===== src/rtl/gate_vector_sequencer.sv =====
// Stimulus/capture sequencer for the 4-input gate q = (a&b)^(c&d): steps through
// NUM_VEC vectors, holds each for DWELL cycles, samples q_in once per vector. Optional macro: SEQ_GRAY_EN.
module gate_vector_sequencer #(
  parameter int unsigned DWELL   = 4,
  parameter int unsigned NUM_VEC = 16
) (
  input  logic        clk,
  input  logic        rst,
  input  logic        start,
  output logic        a,
  output logic        b,
  output logic        c,
  output logic        d,
  input  logic        q_in,
  output logic        busy,
  output logic        done,
  output logic [3:0]  vec_idx,
  output logic [4:0]  ones_cnt,
  output logic [15:0] result_vec
);

  // Handshake: start is a level request, accepted on a rising clk edge only in IDLE
  // or DONE; busy is high for the whole run; done stays high until the next accepted start.
  typedef enum logic [1:0] {IDLE, DRIVE, DONE} state_t;

  localparam logic [7:0] DWELL_LAST = 8'(DWELL - 1);
  localparam logic [3:0] IDX_LAST   = 4'(NUM_VEC - 1);

  state_t      state_q, state_d;
  logic [7:0]  dwell_q, dwell_d;
  logic [3:0]  idx_q, idx_d;
  logic [3:0]  vec_q, vec_d;
  logic [4:0]  ones_q, ones_d;
  logic [15:0] res_q, res_d;
  logic        last_dwell;

  function automatic logic [3:0] vector_of(input logic [3:0] i);
`ifdef SEQ_GRAY_EN
    return i ^ (i >> 1);
`else
    return i;
`endif
  endfunction

  assign last_dwell = (dwell_q == DWELL_LAST);

  always_ff @(posedge clk or posedge rst) begin
    if (rst) begin
      state_q <= IDLE;
      dwell_q <= '0;
      idx_q   <= '0;
      vec_q   <= '0;
      ones_q  <= '0;
      res_q   <= '0;
    end else begin
      state_q <= state_d;
      dwell_q <= dwell_d;
      idx_q   <= idx_d;
      vec_q   <= vec_d;
      ones_q  <= ones_d;
      res_q   <= res_d;
    end
  end

  always_comb begin
    state_d = state_q;
    dwell_d = dwell_q;
    idx_d   = idx_q;
    vec_d   = vec_q;
    ones_d  = ones_q;
    res_d   = res_q;
    case (state_q)
      IDLE, DONE: begin
        if (start) begin
          state_d = DRIVE;
          dwell_d = '0;
          idx_d   = '0;
          vec_d   = vector_of(4'd0);
          ones_d  = '0;
          res_d   = '0;
        end
      end
      DRIVE: begin
        if (last_dwell) begin
          // Only the last dwell cycle is sampled so the gate has settled.
          dwell_d        = '0;
          res_d[vec_q]   = q_in;
          ones_d         = ones_q + {4'd0, q_in};
          if (idx_q == IDX_LAST) begin
            state_d = DONE;
            vec_d   = '0;
          end else begin
            idx_d = idx_q + 4'd1;
            vec_d = vector_of(idx_q + 4'd1);
          end
        end else begin
          dwell_d = dwell_q + 8'd1;
        end
      end
      default: state_d = IDLE;
    endcase
  end

  assign {a, b, c, d} = vec_q;
  assign busy         = (state_q == DRIVE);
  assign done         = (state_q == DONE);
  assign vec_idx      = idx_q;
  assign ones_cnt     = ones_q;
  assign result_vec   = res_q;

endmodule

===== config.mk =====
export PLATFORM = sky130hd
export DESIGN_NAME = gate_vector_sequencer
export DESIGN_NICKNAME = d
export VERILOG_FILES = /design/src/rtl/gate_vector_sequencer.sv
export SDC_FILE = /design/constraint.sdc
export NUM_CORES = 1
export LEC_CHECK = 0
export CAP_MARGIN = 20
export CORE_MARGIN = 5
export CORE_UTILIZATION = 48
export DETAILED_ROUTE_END_ITERATION = 6
export GPL_ROUTABILITY_DRIVEN = 0
export PLACE_DENSITY = 0.74
export REMOVE_ABC_BUFFERS = 1
export SYNTH_ARGS = -nofsm -noshare
export SYNTH_HDL_FRONTEND = slang
export SYNTH_SLANG_ARGS = --single-unit

===== constraint.sdc =====
create_clock -name clk -period 2.7 [get_ports clk]
set_clock_uncertainty 0.1 [all_clocks]
set_input_delay 0.675 -clock clk [delete_from_list [all_inputs] [get_ports clk]]
set_output_delay 0.675 -clock clk [all_outputs]
set_load 0.05 [all_outputs]

Word-level counts from Yosys, hierarchy flattened
Index checks and enable logic that the tools add are counted.
Widths: inputs -> output; s select.
- register bits: 39
- bits of input ports: 4
- output and inout bits: 31
- logic and storage cells: 50
- $add $sub $neg: 3
- magnitude comparators: 2
- equal/unequal tests: 8
- muxes and demuxes: 23
- reduce and logical (&&, ||, !) cells: 8
- operators with widths (cell ; count):
    $mux 16 ; 2
    $pmux 16 s2 ; 1
    $mux 4 ; 5
    $bwmux 16 ; 1
    $mux 8 ; 2
    $pmux 4 s2 ; 2
    $pmux 8 s2 ; 1
    $mux 5 ; 2
    $pmux 5 s2 ; 1
    $add 8x1->8 const B ; 1
    $eq 8x2->1 const B ; 1
    $mux 2 ; 3
    $reduce_and 3->1 ; 2
    $add 5x1->5 ; 1
    $lt 4x5->1 const B ; 1
    $add 4x1->4 const B ; 1
    $demux 1 s4 ; 1
    $eq 4x4->1 const B ; 1
    $ge 4x1->1 const B ; 1
    $ne 2x1->1 const B ; 2
    $ne 2x2->1 const B ; 2
    $pmux 2 s2 ; 1
    $reduce_and 4->1 ; 1
    $eq 2x1->1 const B ; 1
    other kinds (7) ; 7

Depth between registers and ports, before layout
- depth in word-level cells: 7
- depth in mapped cells: 7
- mapped depth without buffers: 5

Least setup slack after synthesis
OpenSTA, ideal clock, no wires.
- path kind: register to output
- start: register state_q[1]
- end: output port busy
- data arrival time: 1402 ps
- data required time: 1925 ps
- setup slack: 523 ps
- cell stages (with the launch flop): 5
- path buffers: 2
- path through: dfrtp_1 -> nand2b_1 -> buf_6 -> inv_1 -> clkbuf_1
- cells in the longest elaborated chain, start to end: 1
- ends and longest elaborated chain (item ; RTL line ; source):
    start, declared ; 29 ; state_t state_q, state_d;
    start signal, assigned ; 56 ; state_q <= state_d;
    $eq 2x1->1 ; 105 ; assign busy = (state_q == DRIVE);
    end, declared ; 15 ; output logic busy,
Every way passes these cells.

Worst setup path after layout
- start: register state_q[0]
- end: output port done
- cells in the longest elaborated chain, start to end: 1
- ends and longest elaborated chain (item ; RTL line ; source):
    $eq 2x2->1 ; 106 ; assign done = (state_q == DONE);
    end, declared ; 16 ; output logic done,
Every way passes these cells.

==> key figures <==
Global routing
  • Largest net degree at the start of global routing: 40
  • Total Routing Usage GR: 0.205
  • Antenna violations before repair: 0
  • Total global routing overflow: 0
  • First-pass GRT wire length: 8870 um
  • Number of global-route vias before repair: 1846

Layout
  • Layout fillers: 342
  • Share of layout cells above drive strength 1: 0.123
  • Layout area overhead: 26.4%
  • Final net count: 234
  • ANT cells: 0

Logic synthesis
  • Cell taking the most area after synthesis: dfrtp_1
  • Count leader, synth: dfrtp_1
  • Mean Syn Cell Area: 10.4 um^2
  • Post-synth EDFFs: 0
  • Post-synthesis cell count: 193
  • Yosys top cell area share: 0.486
  • Area of the mapped netlist: 2010 um^2
  • Ys async rst share: 1.00
  • Seq/Total Area, Yosys: 0.486
  • Top post-synthesis cells by count: 39 x dfrtp_1, 15 x o21ai_0, 12 x nand2_1
  • Synthesis warning total: 0
  • Synth Register Bits: 39
  • Synth top area cells: dfrtp_1 49%, o311ai_0 4.8%, o21ai_0 3.7%, o41ai_1 2.6%, ha_1 2.5%
  • Synth unique cells: 46
  • Top_reg_cell synth: dfrtp_1

STA
  • Fmax achieved: 394 MHz
  • Final Setup Violations: 0
  • Worst-margin pin slew: 645 ps
  • Max-slew violations: 0
  • Hold Fails Final Rpt: 0
  • Unrepaired setup endpoints after global routing: no
  • Relative slew slack: 0.570
  • Final worst-path setup slack: 162 ps
  • Total negative slack: 0 ps
  • Period utilization: 0.940
  • Minimum clock period: 2540 ps

Flow run
  • MaxCap Viol Count: 0

Floorplan
  • Die Ht: 74.7 um
  • Num rows: 23
  • Initial Util: 0.498
  • Die area: 5570 um^2
  • Die width: 74.7 um
  • Core area: 4030 um^2
  • Top-Level Pins: 35

Drt
  • Drt wl/cell: 18.3 um
  • Routed vias: 1724
  • Number of antenna-violating nets in the routed design: 0
  • Via-to-Cell Ratio: 6.22
  • First-iteration detailed-routing DRC count: 128
  • Number of remaining DRC errors: 0
  • Final WL: 5070 um
  • Pre-antenna DRT Iters: 4

Setup path
  • CP Max Fanout: 5
  • CP required: 1920 ps
  • Kind of start point of the critical path: flip-flop
  • CP Class: reg -> out
  • CP arrival: 1760 ps
  • Worst setup EP type: output port

Placement
  • IO Port Bufs: 34
  • Dpl ws: 277 ps
  • DP HPWL: 3640 um

Clocking
  • Clock Tree Root: clkbuf_8
  • Clk buf depth: 2
  • Clk sink count: 39
  • CTS tree: built
  • Number of CTS-inserted buffers: 5
  • Post-CTS Setup Inserts: 0
  • H-tree levels: 2
  • Post-CTS resize count: 0
  • Worst-Skew Late Latency: 290 ps
  • Hold Buf Count CTS: 0
  • Clock transition at path regs: 80 ps

Min path
  • Hold Crit Class: reg -> reg

Run status
  • Run status: finished, final reports clean

Pwr
  • Leakage power: 1.04 nW
  • Maximum vdd drop: 0.603 mV
  • Power per cell area: 1100 nW/um^2
==> final timing paths <==
check | start | end | slack, ps | cells past startpoint
max in group asynchronous | rst | result_vec[10] | 1440 | 3
max reg2reg | dwell_q[0] | vec_idx[2] | 510 | 5
min | result_vec[3] | result_vec[3] | 430 | 2
max | state_q[0] | done | 160 | 3
min in group asynchronous | rst | ones_cnt[1] | 710 | 3
min reg2reg | result_vec[3] | result_vec[3] | 430 | 2
==> worst max-delay path: stages, from the launching register on <==
cell and delay (ps):
dfrtp_1 420, nand2b_1 200, inv_1 60, clkdlybuf4s50_1 790
==> registers in the layout, summed over array words and instances (netlist names) <==
signal and count:
state_q 2, ones_cnt 5, vec_q 4, dwell_q 8, vec_idx 4, result_vec 16
==> cells by family after synthesis <==
logic type               after synthesis  share of synthesized area
AO/OA/AOI/OAI                         64                      0.239
XOR/XNOR                               6                     0.0262
adder cells (fa/ha/maj)                4                     0.0249
flip-flops                            39                      0.486
buffers and inverters                 20                     0.0418
AND/OR/NAND/NOR                       60                      0.182
==> per-stage QoR <==
step                      utilization  power [mW]  area (um^2)  hold slack [ps]  instances
after floorplan                     -        1.75         1950              381        179
after CTS                       0.630        2.79         2540              428        277
after global routing            0.630        2.94         2540              478        277
after global placement          0.597        2.16         2400              408        269
final                           0.630        2.78         2540              427        277
after detailed placement        0.597        2.21         2400              417        269
==> layout by cell type, fill, tap and decap left out, drive strengths merged <==
cell and count:
and4b 1, or4 1, clkdlybuf4s50 33, dfrtp 39, nand4 3, or2 1
o22ai 6, a31o 3, and3 2, a311oi 1, a41oi 1, nor2b 1
xnor2 1, a31oi 2, o311ai 12, nor4b 1, nor4 5, inv 6
or3 5, buf 7, clkbuf 6, nor3 2, o31ai 2, nand3 8
o2111ai 2, xor2 5, nand2 13, o41ai 6, nor3b 1, a211o 1
o32ai 1, or4b 1, o21ai 17, ha 4, nor2 8, nand2b 7
a21oi 5, bufinv 2, a22o 5
==> power breakdown <==
group / internal (mW) / switching (mW) / total (mW) / leakage (nW)
Sequential: 0.715 / 0.183 / 0.898 / 0.524
Clock: 0.370 / 0.207 / 0.577 / 0.0654
Combinational: 0.446 / 0.862 / 1.31 / 0.448
==> area by class of cell <==
| class | count | area [um^2] | share of cell area |
|---|---|---|---|
| inverter | 6 | 22.5 | 0.00888 |
| clock buffer | 6 | 72.6 | 0.0286 |
| multi-input combinational | 134 | 947 | 0.373 |
| timing repair buffer | 40 | 395 | 0.156 |
| tap | 50 | 62.6 | 0.0247 |
| clock inverter | 2 | 60.1 | 0.0237 |
| sequential | 39 | 976 | 0.385 |
==> routing by layer <==
layer,wire (um),vias to the layer above,track usage
met5,0,-,0
met4,49,0,0.0692
met3,203,6,0.0427
met2,2620,36,0.353
met1,2210,867,0.258
li1,-,815,-
(Power assumes the default switching activity.)
